==> src/rtl/vfirst_reduce_if.sv <==
// rtl/vfirst_reduce_if.sv - chunk-result / scalar-result bundle for the vfirst.m reducer
// Purpose: groups the per-chunk input stream and the scalar result outputs of vfirst_reduce.
// Signals:
//   in_valid  chunk result valid this cycle
//   in_start  first chunk of an instruction (qualified by in_valid)
//   in_end    last chunk of an instruction (qualified by in_valid)
//   in_found  chunk contained a set mask bit
//   in_idx    absolute element index of the first set bit in the chunk
//   out_valid one-cycle result pulse
//   out_data  zero-extended index, or all-ones when no bit was found
//   busy      instruction in progress
// Modports: master = first-bit stage side (drives chunks), slave = reducer side.
interface vfirst_reduce_if #(
   parameter int RESP_DATA_WIDTH = 64,
   parameter int IDX_BITS        = 10
);
   logic                       in_valid;
   logic                       in_start;
   logic                       in_end;
   logic                       in_found;
   logic [IDX_BITS-1:0]        in_idx;
   logic                       out_valid;
   logic [RESP_DATA_WIDTH-1:0] out_data;
   logic                       busy;

   modport master (
      output in_valid, in_start, in_end, in_found, in_idx,
      input  out_valid, out_data, busy
   );

   modport slave (
      input  in_valid, in_start, in_end, in_found, in_idx,
      output out_valid, out_data, busy
   );
endinterface

==> src/rtl/vfirst_reduce.sv <==
// rtl/vfirst_reduce.sv - multi-chunk reducer producing the vfirst.m scalar result
// Purpose: consumes one registered first-set-bit chunk result per cycle across a mask register
//   and emits one scalar per instruction: the lowest set element index, or -1 if none.
// Ports:
//   clk  clock
//   rst  synchronous active-high reset
//   bus  vfirst_reduce_if.slave: in_valid/in_start/in_end/in_found/in_idx chunk stream in,
//        out_valid/out_data result out, busy status out
// Configuration macro: VFIRST_EARLY_OUT_EN
//   defined   - result is emitted the cycle after the first beat that finds a set bit; the
//               rest of the instruction is swallowed up to in_end. Not-found reports at in_end.
//   undefined - result is emitted only the cycle after the in_end beat.
module vfirst_reduce #(
   parameter int RESP_DATA_WIDTH = 64,
   parameter int IDX_BITS        = 10
) (
   input  logic          clk,
   input  logic          rst,
   vfirst_reduce_if.slave bus
);

   typedef enum logic [1:0] {
      IDLE = 2'd0,
      SCAN = 2'd1,   // no set bit seen yet
      HOLD = 2'd2    // set bit captured; later chunks cannot displace it
   } state_t;

   state_t              state;
   logic [IDX_BITS-1:0] hold_idx;
   logic                found;

   function automatic logic [RESP_DATA_WIDTH-1:0] fmt_result(input logic f,
                                                             input logic [IDX_BITS-1:0] idx);
      if (f) return {{(RESP_DATA_WIDTH-IDX_BITS){1'b0}}, idx};
      return {RESP_DATA_WIDTH{1'b1}};
   endfunction

   assign bus.busy = (state != IDLE);

   always_ff @(posedge clk) begin
      if (rst) begin
         state         <= IDLE;
         bus.out_valid <= 1'b0;
         bus.out_data  <= '0;
         hold_idx      <= '0;
         found         <= 1'b0;
      end else begin
         bus.out_valid <= 1'b0;
         if (bus.in_valid && bus.in_start) begin
            // A start beat always begins a fresh instruction, discarding any in flight.
            found    <= bus.in_found;
            hold_idx <= bus.in_idx;
            if (bus.in_end) begin
               bus.out_valid <= 1'b1;
               bus.out_data  <= fmt_result(bus.in_found, bus.in_idx);
               state         <= IDLE;
            end else begin
               state <= bus.in_found ? HOLD : SCAN;
`ifdef VFIRST_EARLY_OUT_EN
               if (bus.in_found) begin
                  bus.out_valid <= 1'b1;
                  bus.out_data  <= fmt_result(1'b1, bus.in_idx);
               end
`endif
            end
         end else if (bus.in_valid) begin
            case (state)
               SCAN: begin
                  if (bus.in_found) begin
                     found    <= 1'b1;
                     hold_idx <= bus.in_idx;
                     if (bus.in_end) begin
                        bus.out_valid <= 1'b1;
                        bus.out_data  <= fmt_result(1'b1, bus.in_idx);
                        state         <= IDLE;
                     end else begin
                        state <= HOLD;
`ifdef VFIRST_EARLY_OUT_EN
                        bus.out_valid <= 1'b1;
                        bus.out_data  <= fmt_result(1'b1, bus.in_idx);
`endif
                     end
                  end else if (bus.in_end) begin
                     bus.out_valid <= 1'b1;
                     bus.out_data  <= fmt_result(1'b0, bus.in_idx);
                     state         <= IDLE;
                  end
               end
               HOLD: begin
                  if (bus.in_end) begin
                     state <= IDLE;
`ifndef VFIRST_EARLY_OUT_EN
                     bus.out_valid <= 1'b1;
                     bus.out_data  <= fmt_result(found, hold_idx);
`endif
                  end
               end
               default: ;   // IDLE: beats without start are not part of any instruction
            endcase
         end
      end
   end

endmodule

==> src/flat_wrapper.sv <==
// flat-port wrapper written by rule: the top's interface ports become plain ports
module vfirst_reduce_flat 
#(
   parameter int RESP_DATA_WIDTH = 64,
   parameter int IDX_BITS        = 10
)
  (clk, rst, bus_in_valid, bus_in_start, bus_in_end, bus_in_found, bus_in_idx, bus_out_valid, bus_out_data, bus_busy);
  vfirst_reduce_if #(.RESP_DATA_WIDTH(RESP_DATA_WIDTH), .IDX_BITS(IDX_BITS)) bus_i ();
  input  logic clk;
  input  logic rst;
  input wire logic [$bits(bus_i.in_valid)-1:0] bus_in_valid;
  input wire logic [$bits(bus_i.in_start)-1:0] bus_in_start;
  input wire logic [$bits(bus_i.in_end)-1:0] bus_in_end;
  input wire logic [$bits(bus_i.in_found)-1:0] bus_in_found;
  input wire logic [$bits(bus_i.in_idx)-1:0] bus_in_idx;
  output wire logic [$bits(bus_i.out_valid)-1:0] bus_out_valid;
  output wire logic [$bits(bus_i.out_data)-1:0] bus_out_data;
  output wire logic [$bits(bus_i.busy)-1:0] bus_busy;
  assign bus_i.in_valid = bus_in_valid;
  assign bus_i.in_start = bus_in_start;
  assign bus_i.in_end = bus_in_end;
  assign bus_i.in_found = bus_in_found;
  assign bus_i.in_idx = bus_in_idx;
  assign bus_out_valid = bus_i.out_valid;
  assign bus_out_data = bus_i.out_data;
  assign bus_busy = bus_i.busy;
  vfirst_reduce #(.RESP_DATA_WIDTH(RESP_DATA_WIDTH), .IDX_BITS(IDX_BITS)) u_core (.clk(clk), .rst(rst), .bus(bus_i));
endmodule
==> config.mk <==
export PLATFORM = sky130hd
export DESIGN_NAME = vfirst_reduce_flat
export DESIGN_NICKNAME = d
export VERILOG_FILES = /design/src/rtl/vfirst_reduce_if.sv /design/src/rtl/vfirst_reduce.sv /design/src/flat_wrapper.sv
export SDC_FILE = /design/constraint.sdc
export NUM_CORES = 1
export LEC_CHECK = 0
export BUFFER_PORTS_ARGS = -buffer_cell sky130_fd_sc_hd__buf_4
export CAP_MARGIN = 20
export CELL_PAD_IN_SITES_DETAIL_PLACEMENT = 1
export CELL_PAD_IN_SITES_GLOBAL_PLACEMENT = 1
export CORE_MARGIN = 10
export CORE_UTILIZATION = 29
export CTS_CLUSTER_SIZE = 40
export DETAILED_ROUTE_END_ITERATION = 7
export PLACE_DENSITY = 0.72
export SLEW_MARGIN = 5
export SYNTH_ARGS = -nofsm -noshare
export SYNTH_HDL_FRONTEND = slang
export SYNTH_SLANG_ARGS = --single-unit
export TNS_END_PERCENT = 20
==> constraint.sdc <==
create_clock -name clk -period 1.81 [get_ports clk]
set_clock_uncertainty 0.05 [all_clocks]
set_input_delay 0.181 -clock clk [delete_from_list [all_inputs] [get_ports clk]]
set_output_delay 0.181 -clock clk [all_outputs]
set_load 0.005 [all_outputs]
After elaboration in Yosys (flattened, before gate mapping)
Cells that the tools add are included.
- register bits: 78
- bits of input ports: 16
- output and inout bits: 66
- word-level logic and storage cells: 69
- equality and inequality tests: 5
- mux-type cells: 49
- reductions and logical operators: 10
- operators by type and width (cell ; count):
    2-to-1 mux 64 bit ; 12
    case mux 64 bit (2 select lines) ; 1
    2-to-1 mux 10 bit ; 4
    2-to-1 mux 1 bit ; 24
    2-to-1 mux 2 bit ; 7
    nonzero test 2 bit ; 4
    != test 2 bit, second input constant ; 3
    AND reduction 5 bit ; 1
    case mux 2 bit (2 select lines) ; 1
    AND reduction 3 bit ; 1
    nonzero test 3 bit ; 1
    equality test 2 x 1 -> 1 bit, second input constant ; 1
    equality test 2 bit, second input constant ; 1
    AND reduction 2 bit ; 1
    OR reduction 2 bit ; 1
    logical AND 1 bit ; 1

Depth between registers and ports, before layout
- word-level depth: 12
- gate-level depth with buffers: 6

Worst setup path before layout
OpenSTA, ideal clock, no wires.
- kind: register to register
- start: register u_core.state[0]
- end: register u_core.bus.out_data[0]
- library setup time: 73 ps
- arrival: 1570 ps
- path slack: 117 ps
- cell stages (with the launch flop): 7
- buffers on the path: 1
- period minus slack after synthesis: 1693 ps
- cells stage by stage: dfxtp_1 inv_1 ha_1 or3_4 a211o_1 buf_6 o211ai_2
- word-level cells in the longest chain between the ends: 4
- elaborated cells on any way between the ends: 9
- those cells by class: eq/ne: 4; mux: 3; reduce/logical: 2
- ends and longest elaborated chain (item ; line ; RTL):
    from (decl) ; vfirst_reduce.sv:28 ; state_t state;
    from (signal assigned) ; vfirst_reduce.sv:58 ; state <= bus.in_found ? HOLD : SCAN;
    equality test 2 bit / equality test 2 x 1 -> 1 bit (equally long branches) ; - ;
    case mux 64 bit (2 select lines) ; vfirst_reduce.sv:67 ; case (state)
    2-to-1 mux 64 bit ; vfirst_reduce.sv:66 ; end else if (bus.in_valid) begin
    2-to-1 mux 64 bit ; vfirst_reduce.sv:49 ; if (bus.in_valid && bus.in_start) begin
    to (signal assigned) ; vfirst_reduce.sv:55 ; bus.out_data <= fmt_result(bus.in_found, bus.in_idx);
    to (signal assigned) ; vfirst_reduce.sv:74 ; bus.out_data <= fmt_result(1'b1, bus.in_idx);
    to (signal assigned) ; vfirst_reduce.sv:85 ; bus.out_data <= fmt_result(1'b0, bus.in_idx);
    to (decl) ; vfirst_reduce_if.sv:33 ; output out_valid, out_data, busy
Several ways; a longest one is shown, not always the timed one. The select of a mux whose other input is x is not followed.
A chain may end at the register's enable or synchronous reset.

Worst setup path in the final report
- start: register u_core.state[0]
- end: register u_core.bus.out_data[4]
Same word-level chain as after synthesis.

==> flow_metrics.py <==
metrics = {
    "cts": {
        "clkLatencyLatePin_ns": 0.27,
        "root_buffer": "clkbuf_8",
        "cts_setup_buffers": 0,
        "cts_buffer_depth": 2,
        "cts_tree": "done",
        "clock_sinks": 25,
        "cts_buffers": 3,
        "cts.htree.levels": 1,
        "clk_pin_slew_ns": 0.09,
    },
    "timing": {
        "timing.fmax_mhz": 560,
        "rsz0062_at_grt": "yes",
        "finalSetupViolations": 0,
        "setup_ws_ns": 0.0232,
        "worst_pin_slew_ns": 0.488,
        "maxSlewViolCount": 0,
        "min_period_over_period_pct": 98.7,
        "fin_setup_tns_ns": 0,
        "max-slew-margin-rel_pct": 67.3,
        "holdWs_ns": 0.0810,
        "period_minus_slack_ns": 1.79,
        "finalHoldViolCount": 0,
    },
    "critical_path": {
        "rrSetupSlack_ns": 0.02,
        "endpoint_kind": "flip-flop",
        "r2r_end": "u_core.bus.out_data[4]$_SDFFE_PP0P_",
        "crit_fanout": 5,
        "start_kind": "flip-flop",
        "cp.arrival_ns": 1.94,
        "worst-r2r-cell-count": 6,
        "timing.rr.start": "u_core.state[0]$_SDFFE_PP0P_",
        "critPathRequiredTime_ns": 1.97,
        "critical_path_class": "flip-flop to flip-flop",
    },
    "synthesis": {
        "synth_nets": 234,
        "ys_ff_latch": 25,
        "ys_warn_count": 0,
        "yosys-top-cells-area": "dfxtp_1 (29%), buf_4 (23%), o211ai_2 (7.2%), nand3_1 (6.0%), o32ai_1 (5.5%)",
        "synth_ff_type": "dfxtp_1",
        "syn-cell-area_mm2": 0.00175,
        "synth-edff-count": 0,
        "synth_area_per_cell_um2": 8.14,
        "yosys.area.top_type": "dfxtp_1",
        "synthArstFlopShare_pct": 0,
        "ys_types": 27,
        "syn_inst": 215,
        "yosysSeqAreaShare_pct": 28.6,
        "synth_top_area_share_pct": 28.6,
    },
    "die": {
        "die_x_um": 97.7,
        "initial_core_util_pct": 29.7,
        "std_cell_rows": 28,
        "die_h_um": 97.7,
        "io_pins": 82,
        "coreArea_mm2": 0.00589,
        "dieArea_mm2": 0.00954,
    },
    "global_route": {
        "overflow": 0,
        "grt_pass1_vias": 1653,
        "track_usage_pct": 11.2,
        "grt_first_pass_wirelength_um": 9030,
        "grt_max_degree": 55,
        "antenna_found_initial": 0,
    },
    "routing": {
        "avgRoutedWirePerCell_um": 17.5,
        "wl_um": 5660,
        "drc": 0,
        "dr.pass1.iters": 4,
        "num_vias": 1565,
        "vias_per_cell": 4.85,
        "ant_nets": 0,
        "drt_iter0_markers": 42,
    },
    "job": {
        "cap_violations": 0,
    },
    "finish": {
        "mostFrequentLayoutCells": "buf_4 (94), dfxtp_1 (23), nand3_1 (21)",
        "syn_to_final_growth_pct": 25.5,
        "fin_util_pct": 37.3,
        "layout_commonest_cell": "buf_4",
        "fin_nets": 268,
        "stdcell_area_mm2": 0.00219,
        "num_antenna_cells": 0,
        "drive_gt1_share_pct": 48.0,
    },
    "min_path": {
        "min-delay-start": "bus_in_end",
        "hold_path.class": "input pin to flip-flop",
        "worstHoldEndpoint": "u_core.state[0]$_SDFFE_PP0P_",
        "worstHoldPathCells": 2,
    },
    "power_and_ir_drop": {
        "power_density_mw_per_mm2": 645,
        "p_leak_nw": 1.02,
        "ir_drop_uv": 266,
    },
    "placed_design": {
        "portBuffers": 81,
        "pre_cts_slack_ns": -0.315,
        "place_area_mm2": 0.00209,
        "gp_congestion": 0.758,
        "dp.final_hpwl_um": 4200,
    },
    "status": {
        "outcome": "finished clean",
    },
}
synthesized netlist by cell type (3+ instances only):
cell type	number
buf_4	53
dfxtp_1	25
nand3_1	21
a21oi_1	15
nand2_1	13
nor2b_1	11
o21ai_0	11
o32ai_1	11
clkbuf_1	10
nand2b_1	10
o211ai_2	10
inv_1	8
ha_1	3
flip-flops by register name, indices dropped and copies added, names as in the netlist:
register              count
u_core.found              1
u_core.bus.out_data      11
u_core.hold_idx          10
u_core.state              2
u_core.bus.out_valid      1
cells by family (layout without fill, tap and decap cells):
group                      Yosys count  count (layout)  share of synthesized area [%]
buffers and inverters               74             106                           27.8
and+or+nand+nor                     59              59                           18.0
AOI/OAI and AO/OA                   53              54                           23.0
DFF                                 25              25                           28.6
adders and majority gates            3               3                           2.15
muxes                                1               1                          0.572
through the flow:
| stage | total power [mW] | instances |
|---|---|---|
| after global routing | 1.50 | 323 |
| after global placement | 1.07 | 318 |
| after detailed placement | 1.07 | 318 |
| final | 1.42 | 323 |
| after floorplan | 0.912 | 215 |
| after CTS | 1.43 | 323 |
critical path, stage by stage, from the launching register on:
cell and delay (ns):
dfxtp_2 0.35, inv_2 0.05, ha_4 0.15, buf_4 0.13, or3_4 0.41, a211o_4 0.40, o211ai_2 0.18
power by group:
part / switching [mW] / total [mW] / internal, mW
Sequential: 0.0237 / 0.614 / 0.591
Clock: 0.194 / 0.349 / 0.155
Combinational: 0.218 / 0.454 / 0.236
Total: 0.435 / 1.42 / 0.981
layer usage:
| layer | part of all wire, % | wire length [µm] | track usage [%] | up-vias |
|---|---|---|---|---|
| met3 | 7.7 | 433 | 3.84 | 7 |
| met1 | 44 | 2460 | 13.2 | 736 |
| met5 | 0 | 0 | 0 | - |
| li1 | - | - | - | 760 |
| met2 | 48 | 2690 | 19.1 | 62 |
| met4 | 1.1 | 65 | 2.46 | 0 |
repair_timing:
action / in CTS / in global routing
gates resized for setup: 7 / 7
pin swaps: 5 / 3
hold buffers: 0 / 0
setup endpoints to repair: 11 / 11
gates cloned: 1 / 0
how the worst max path moves through the flow:
stage                                 start                                  end  slack (ns)  depth (start not counted)
3_3_place_gp   u_core.state[0]$_SDFFE_PP0P_  u_core.bus.out_data[7]$_SDFFE_PP0P_       -0.25                          5
5_1_grt        u_core.state[0]$_SDFFE_PP0P_  u_core.bus.out_data[4]$_SDFFE_PP0P_       -0.05                          6
2_1_floorplan  u_core.state[0]$_SDFFE_PP0P_  u_core.bus.out_data[0]$_SDFFE_PP0P_        0.12                          6
3_5_place_dp   u_core.state[0]$_SDFFE_PP0P_  u_core.bus.out_data[3]$_SDFFE_PP0P_       -0.31                          6
6_report       u_core.state[0]$_SDFFE_PP0P_  u_core.bus.out_data[4]$_SDFFE_PP0P_        0.02                          6
4_1_cts        u_core.state[0]$_SDFFE_PP0P_  u_core.bus.out_data[0]$_SDFFE_PP0P_       0.003                          6
area by class of cell:
cell class / count / area (µm²)
well taps: 75 / 93.8
clock inverters: 1 / 5.00
fillers: 693 / 3690
repair buffers: 94 / 706
multi-input cells: 117 / 816
flip-flops and latches: 25 / 503
clock buffers: 3 / 41.3
inverters: 8 / 30.0
Power figures use the tool's default switching activity.
